File: config.mk
export PLATFORM = sky130hd
export DESIGN_NAME = fetch_pc_ctrl
export DESIGN_NICKNAME = d
export VERILOG_FILES = /design/src/rtl/fetch_pc_ctrl_pkg.sv /design/src/rtl/fetch_lane_sel.sv /design/src/rtl/fetch_pc_ctrl.sv
export SDC_FILE = /design/constraint.sdc
export NUM_CORES = 1
export LEC_CHECK = 0
export CAP_MARGIN = 5
export CORE_AREA = 3 3 162 164
export CTS_CLUSTER_DIAMETER = 150
export DETAILED_ROUTE_END_ITERATION = 12
export DIE_AREA = 0 0 165 167
export SETUP_SLACK_MARGIN = 0.02
export SLEW_MARGIN = 20
export SYNTH_ARGS = -nofsm -noshare
export SYNTH_HDL_FRONTEND = slang
export SYNTH_HIERARCHICAL = 1
export SYNTH_SLANG_ARGS = --single-unit
File: constraint.sdc
create_clock -name clk -period 5.7 [get_ports clk]
set_input_delay 1.14 -clock clk [delete_from_list [all_inputs] [get_ports clk]]
set_output_delay 1.14 -clock clk [all_outputs]
set_load 0.03 [all_outputs]
File: src/rtl/fetch_pc_ctrl_pkg.sv
// Shared definitions for the fetch PC controller: BTB branch-type encodings
// and the RUN/MISS state of the fetch FSM.
package fetch_pc_ctrl_pkg;

  localparam logic [1:0] BT_RET  = 2'b00;
  localparam logic [1:0] BT_CALL = 2'b01;
  localparam logic [1:0] BT_JUMP = 2'b10;
  localparam logic [1:0] BT_COND = 2'b11;

  typedef enum logic {
    ST_RUN  = 1'b0,
    ST_MISS = 1'b1
  } fetch_state_e;

endpackage

File: src/rtl/fetch_lane_sel.sv
// Purely combinational lane selector: finds the lowest taken lane, builds the
// valid-lane mask and returns that lane's BTB target and branch type.
module fetch_lane_sel
  import fetch_pc_ctrl_pkg::*;
#(
  parameter int FETCH_WIDTH = 4,
  parameter int PC_W        = 32,
  parameter int TK_W        = (FETCH_WIDTH > 1) ? $clog2(FETCH_WIDTH) : 1
) (
  input  logic [FETCH_WIDTH-1:0]      btb_hit,
  input  logic [2*FETCH_WIDTH-1:0]    btb_type,
  input  logic [PC_W*FETCH_WIDTH-1:0] btb_target,
  input  logic [FETCH_WIDTH-1:0]      pred,
  output logic                        any_taken,
  output logic [TK_W-1:0]             tk,
  output logic [FETCH_WIDTH-1:0]      lane_mask,
  output logic [PC_W-1:0]             sel_target,
  output logic [1:0]                  sel_type
);

  logic [FETCH_WIDTH-1:0] taken;
  logic                   found;

  // NOTE: every signal gets a default before the loop so no latch is inferred.
  always_comb begin
    taken      = '0;
    lane_mask  = '0;
    found      = 1'b0;
    tk         = '0;
    sel_target = '0;
    sel_type   = '0;
    for (int k = 0; k < FETCH_WIDTH; k++) begin
      taken[k]     = btb_hit[k] & ((btb_type[2*k +: 2] != BT_COND) | pred[k]);
      // A lane is valid until a lower lane has already redirected the fetch.
      lane_mask[k] = ~found;
      if (taken[k] && !found) begin
        found      = 1'b1;
        tk         = TK_W'(k);
        sel_target = btb_target[PC_W*k +: PC_W];
        sel_type   = btb_type[2*k +: 2];
      end
    end
    any_taken = found;
  end

endmodule

File: src/rtl/fetch_pc_ctrl.sv
// Fetch PC controller with redirect priority, BTB-based prediction and an
// I-cache miss FSM. Define FETCH_RAS_EN to enable return-address-stack usage.
module fetch_pc_ctrl
  import fetch_pc_ctrl_pkg::*;
#(
  parameter int              FETCH_WIDTH = 4,
  parameter int              INST_BYTES  = 8,
  parameter int              PC_W        = 32,
  parameter logic [PC_W-1:0] RESET_PC    = '0
) (
  input  logic                        clk,
  input  logic                        reset,
  input  logic                        stall_i,
  input  logic                        recover_valid_i,
  input  logic [PC_W-1:0]             recover_pc_i,
  input  logic                        exc_valid_i,
  input  logic [PC_W-1:0]             exc_pc_i,
  input  logic                        redir_ex_i,
  input  logic [PC_W-1:0]             redir_ex_pc_i,
  input  logic                        redir_id_i,
  input  logic [PC_W-1:0]             redir_id_pc_i,
  input  logic [FETCH_WIDTH-1:0]      btb_hit_i,
  input  logic [2*FETCH_WIDTH-1:0]    btb_type_i,
  input  logic [PC_W*FETCH_WIDTH-1:0] btb_target_i,
  input  logic [FETCH_WIDTH-1:0]      pred_i,
  input  logic [PC_W-1:0]             ras_top_i,
  input  logic                        icache_miss_i,
  input  logic                        refill_done_i,
  output logic [PC_W-1:0]             pc_o,
  output logic                        valid_o,
  output logic [FETCH_WIDTH-1:0]      lane_mask_o,
  output logic                        ras_push_o,
  output logic [PC_W-1:0]             ras_push_addr_o,
  output logic                        ras_pop_o,
  output logic                        miss_o,
  output logic [PC_W-1:0]             miss_addr_o
);

  localparam int              TK_W   = (FETCH_WIDTH > 1) ? $clog2(FETCH_WIDTH) : 1;
  localparam logic [PC_W-1:0] STRIDE = PC_W'(FETCH_WIDTH * INST_BYTES);

  fetch_state_e    state, next_state;
  logic [PC_W-1:0] pc, next_pc;
  logic            any_taken;
  logic [TK_W-1:0] tk;
  logic [PC_W-1:0] sel_target, pred_target, pred_pc;
  logic [1:0]      sel_type;
  logic            fire;

  fetch_lane_sel #(
    .FETCH_WIDTH(FETCH_WIDTH),
    .PC_W       (PC_W),
    .TK_W       (TK_W)
  ) u_lane_sel (
    .btb_hit   (btb_hit_i),
    .btb_type  (btb_type_i),
    .btb_target(btb_target_i),
    .pred      (pred_i),
    .any_taken (any_taken),
    .tk        (tk),
    .lane_mask (lane_mask_o),
    .sel_target(sel_target),
    .sel_type  (sel_type)
  );

  assign valid_o = (state == ST_RUN) & ~icache_miss_i;
  assign fire    = valid_o & ~stall_i & any_taken;
  assign pred_pc = any_taken ? pred_target : pc + STRIDE;

`ifdef FETCH_RAS_EN
  assign pred_target = (sel_type == BT_RET) ? ras_top_i : sel_target;
  assign ras_push_o  = fire & (sel_type == BT_CALL);
  assign ras_pop_o   = fire & (sel_type == BT_RET);
`else
  logic unused_ras;
  assign unused_ras  = ^{ras_top_i, sel_type, fire};
  assign pred_target = sel_target;
  assign ras_push_o  = 1'b0;
  assign ras_pop_o   = 1'b0;
`endif

  assign ras_push_addr_o = pc + PC_W'((int'(tk) + 1) * INST_BYTES);
  assign pc_o            = pc;
  assign miss_o          = (state == ST_MISS);
  assign miss_addr_o     = pc;

  always_comb begin
    next_pc    = pc;
    next_state = state;
    if (recover_valid_i) begin
      next_pc    = recover_pc_i;
      next_state = ST_RUN;
    end else if (exc_valid_i) begin
      next_pc    = exc_pc_i;
      next_state = ST_RUN;
    end else if (redir_ex_i) begin
      next_pc    = redir_ex_pc_i;
      next_state = ST_RUN;
    end else if (redir_id_i && !stall_i) begin
      next_pc    = redir_id_pc_i;
      next_state = ST_RUN;
    end else if (state == ST_MISS) begin
      // The refill pulse is honoured even under stall; the PC holds either way.
      if (refill_done_i) next_state = ST_RUN;
    end else if (stall_i) begin
      next_pc = pc;
    end else if (icache_miss_i) begin
      next_state = ST_MISS;
    end else begin
      next_pc = pred_pc;
    end
  end

  // NOTE: sequential state uses non-blocking assignments and resets asynchronously.
  always_ff @(posedge clk or negedge reset) begin
    if (!reset) begin
      pc    <= RESET_PC;
      state <= ST_RUN;
    end else begin
      pc    <= next_pc;
      state <= next_state;
    end
  end

endmodule

==> results.py, run 1 <==
metrics = {
    "power_and_ir_drop": {
        "p_clk_frac": 0.173,
        "pwr-share-seq": 0.209,
        "vdd_ir_drop_max_mv": 0.0879,
        "leakage_nw": 3.58,
        "power_density_nw_per_um2": 169,
        "comb_power_share": 0.618,
        "power.internal_mw": 0.905,
        "swShare": 0.433,
        "p_switching_mw": 0.691,
    },
    "logic_synthesis": {
        "synth.avg_cell_area_um2": 7.20,
        "netlist_area_um2": 5170,
        "synthCells": 718,
        "synth_warnings": 6,
    },
    "clocking": {
        "cts_buffers": 5,
        "cts_tree": "yes",
        "htreeDepth": 2,
        "clock_path_buffers": 2,
        "cts_root_buffer": "clkbuf_16",
        "cts.hold.buffers_added": 0,
        "clk_pin_slew_ns": 0.06,
        "cts_sinks": 33,
        "worstSkewPairLatency_ns": 0.29,
    },
    "timing": {
        "setup_viol": 0,
        "fin_setup_tns_ns": 0,
        "finalMaxSlewViolations": 0,
        "hold_viol_final": 0,
        "timing.final.crit_share": 0.976,
        "grt_setup_unrepaired": "no",
        "max_freq_mhz": 180,
        "holdWs_ns": 0.559,
        "min_period_ns": 5.56,
        "tightestPinTransition_ns": 1.09,
        "skew_ns": 0.00393,
        "slew_headroom": 0.271,
    },
    "placed_design": {
        "place_inst": 1362,
        "io_buffers": 381,
        "place.gp.congestion": 0.852,
        "hpwl_um": 25000,
        "place_area_um2": 9170,
    },
    "route": {
        "drc_errors": 0,
        "wirelength_um": 30800,
        "vias_per_cell": 5.25,
        "avgRoutedWirePerCell_um": 22.4,
        "drt-initial-drc-count": 482,
        "route.vias.total": 7224,
        "dr.pass1.iters": 5,
        "ant_nets": 0,
    },
    "floorplanning": {
        "die_x_um": 165,
        "dieHeight_um": 167,
        "die_area_um2": 27600,
        "core_area_um2": 25000,
        "rows": 58,
        "ios": 417,
        "initial_utilization": 0.206,
    },
    "critical_path": {
        "cp-start-kind": "primary input",
        "worstPathMaxFanout": 4,
        "critical_path.cell_chain": "clkdlybuf4s50_1, nand3b_1, and2_4, nor4b_4, a21o_1, ha_4, inv_1, fa_2, nor2b_4, o2111ai_1, buf_4, nand2b_4, nor4_4, buf_4, xnor2_2, buf_12",
        "critPathKind": "primary input to output port",
        "cp.required_ns": 4.56,
        "slowest_stage": "clkdlybuf4s50_1",
        "crit_top_cell": "buf_4",
        "critical_path.max_stage_delay_ns": 0.42,
        "cp_data_arrival_time_ns": 4.42,
        "crit_path_end_kind": "output port",
    },
    "job": {
        "cap_violations": 0,
    },
    "global_route": {
        "grt_overflow_total": 0,
        "antenna_found_initial": 4,
        "groute.usage.overall": 0.210,
        "grt_pass1_wl_um": 43800,
        "grt_pass1_vias": 7161,
        "grt_max_degree": 46,
    },
    "finish": {
        "area_growth_pct": 82.7,
        "final_layout_size_suffix_gt1_frac": 0.0995,
        "final_cell_area_um2": 9450,
        "final_cell_count_no_fill": 1376,
        "nets": 1363,
        "n_fill_cell": 2703,
        "finalCoreUtilization": 0.377,
    },
    "hold_path": {
        "holdCritPathClass": "flip-flop to flip-flop",
    },
    "status": {
        "status": "complete, no violations",
    },
}
registers in the layout (all words and copies together), names as in the netlist:
name,flops
miss_addr_o,32
miss_o,1
final timing paths:
path | startpoint | end | slack (ns) | cells after the start
worst max-delay path | pred_i[1] | ras_push_addr_o[27] | 0.14 | 16
worst min-delay path | miss_addr_o[2]$_DFFE_PN0P_ | miss_addr_o[2]$_DFFE_PN0P_ | 0.56 | 1
worst max register to register | miss_addr_o[6]$_DFFE_PN0P_ | miss_addr_o[27]$_DFFE_PN0P_ | 3.08 | 6
worst min register to register | miss_addr_o[2]$_DFFE_PN0P_ | miss_addr_o[2]$_DFFE_PN0P_ | 0.56 | 1
max in group asynchronous | reset | miss_o$_DFF_PN0_ | 4.13 | 1
min in group asynchronous | reset | miss_addr_o[12]$_DFFE_PN0P_ | 0.99 | 1
per-layer routing:
layer,track usage,part of all wire
met2,0.365,0.49
met1,0.266,0.41
met5,0,0.00042
met3,0.0361,0.075
met4,0.0547,0.023
worst max-delay path: cells and delay by family:
family,cells,cell delay (ns)
XOR/XNOR,1,0.13
AO/OA/AOI/OAI,2,0.34
adder cells (fa/ha/maj),2,0.55
buffers and inverters,5,0.99
AND/OR/NAND/NOR,6,1.28
power by group through the flow:
stage | Sequential [mW] | Clock, mW | Combinational [mW]
finish | 0.333 | 0.277 | 0.986
global route | 0.340 | 0.289 | 1.04
CTS | 0.333 | 0.281 | 0.979
detailed placement | 0.336 | 0 | 0.973
global placement | 0.335 | 0 | 0.970
floorplan | 0.351 | 0 | 0.459
layout make-up:
cell class,count,area (um2),area share
Inverter,24,90.1,0.00954
Sequential cell,33,826,0.0874
Timing Repair Buffer,420,4240,0.449
Clock buffer,8,136,0.0144
Antenna cell,1,2.50,0.000265
Tap cell,330,413,0.0437
Multi-Input combinational cell,560,3740,0.396
cells in the final DEF (no fill, tap or decap), types with 4 or more instances in the layout:
cell	count
a31oi_1	8
o211ai_1	4
clkdlybuf4s50_1	350
a21o_1	9
nor3_1	7
nor2_1	78
and3_1	11
a22oi_1	14
clkbuf_16	5
o22ai_1	13
dfrtp_1	33
xor2_1	15
a221o_1	8
buf_12	17
nand2b_1	5
nand2_1	60
a221oi_1	36
o221ai_1	4
ha_1	4
nor3b_1	9
inv_1	21
or2_2	4
o21a_1	7
a21oi_1	28
nand4_1	10
a211oi_1	10
mux2i_1	4
o311ai_0	8
o2bb2ai_1	33
nor4_1	6
nand3_1	31
xnor2_1	17
o21ai_0	39
a2111oi_0	9
and3b_1	5
buf_4	51
o31ai_1	4
per-stage QoR:
step / setup WS (ns) / power (mW)
2_1_floorplan: 0.227 / 0.810
3_3_place_gp: -0.140 / 1.30
3_5_place_dp: -0.169 / 1.31
4_1_cts: 0.0213 / 1.59
5_1_grt: 0.0232 / 1.67
6_report: 0.138 / 1.60
timing repair:
action | 4_1_cts | 5_1_grt
resized for setup | 9 | 9
buffers inserted | 0 | 5
pin swaps | 2 | 4
endpoints found under the setup margin | 10 | 10
hold endpoints to repair | 0 | 0
Power figures use the tool's default switching activity.
==> inputs of run 2 (changes only) <==
- ABC_AREA: not set -> 0
==> results of run 2 <==
Same layout as run 1: the final DEF is identical, and so are final timing and power.
==> inputs of run 3 (changes only) <==
- CTS_CLUSTER_SIZE: not set -> 40
- SLEW_MARGIN: 20 -> not set
==> results of run 3 <==
Same layout as run 1: the final DEF is identical, and so are final timing and power.
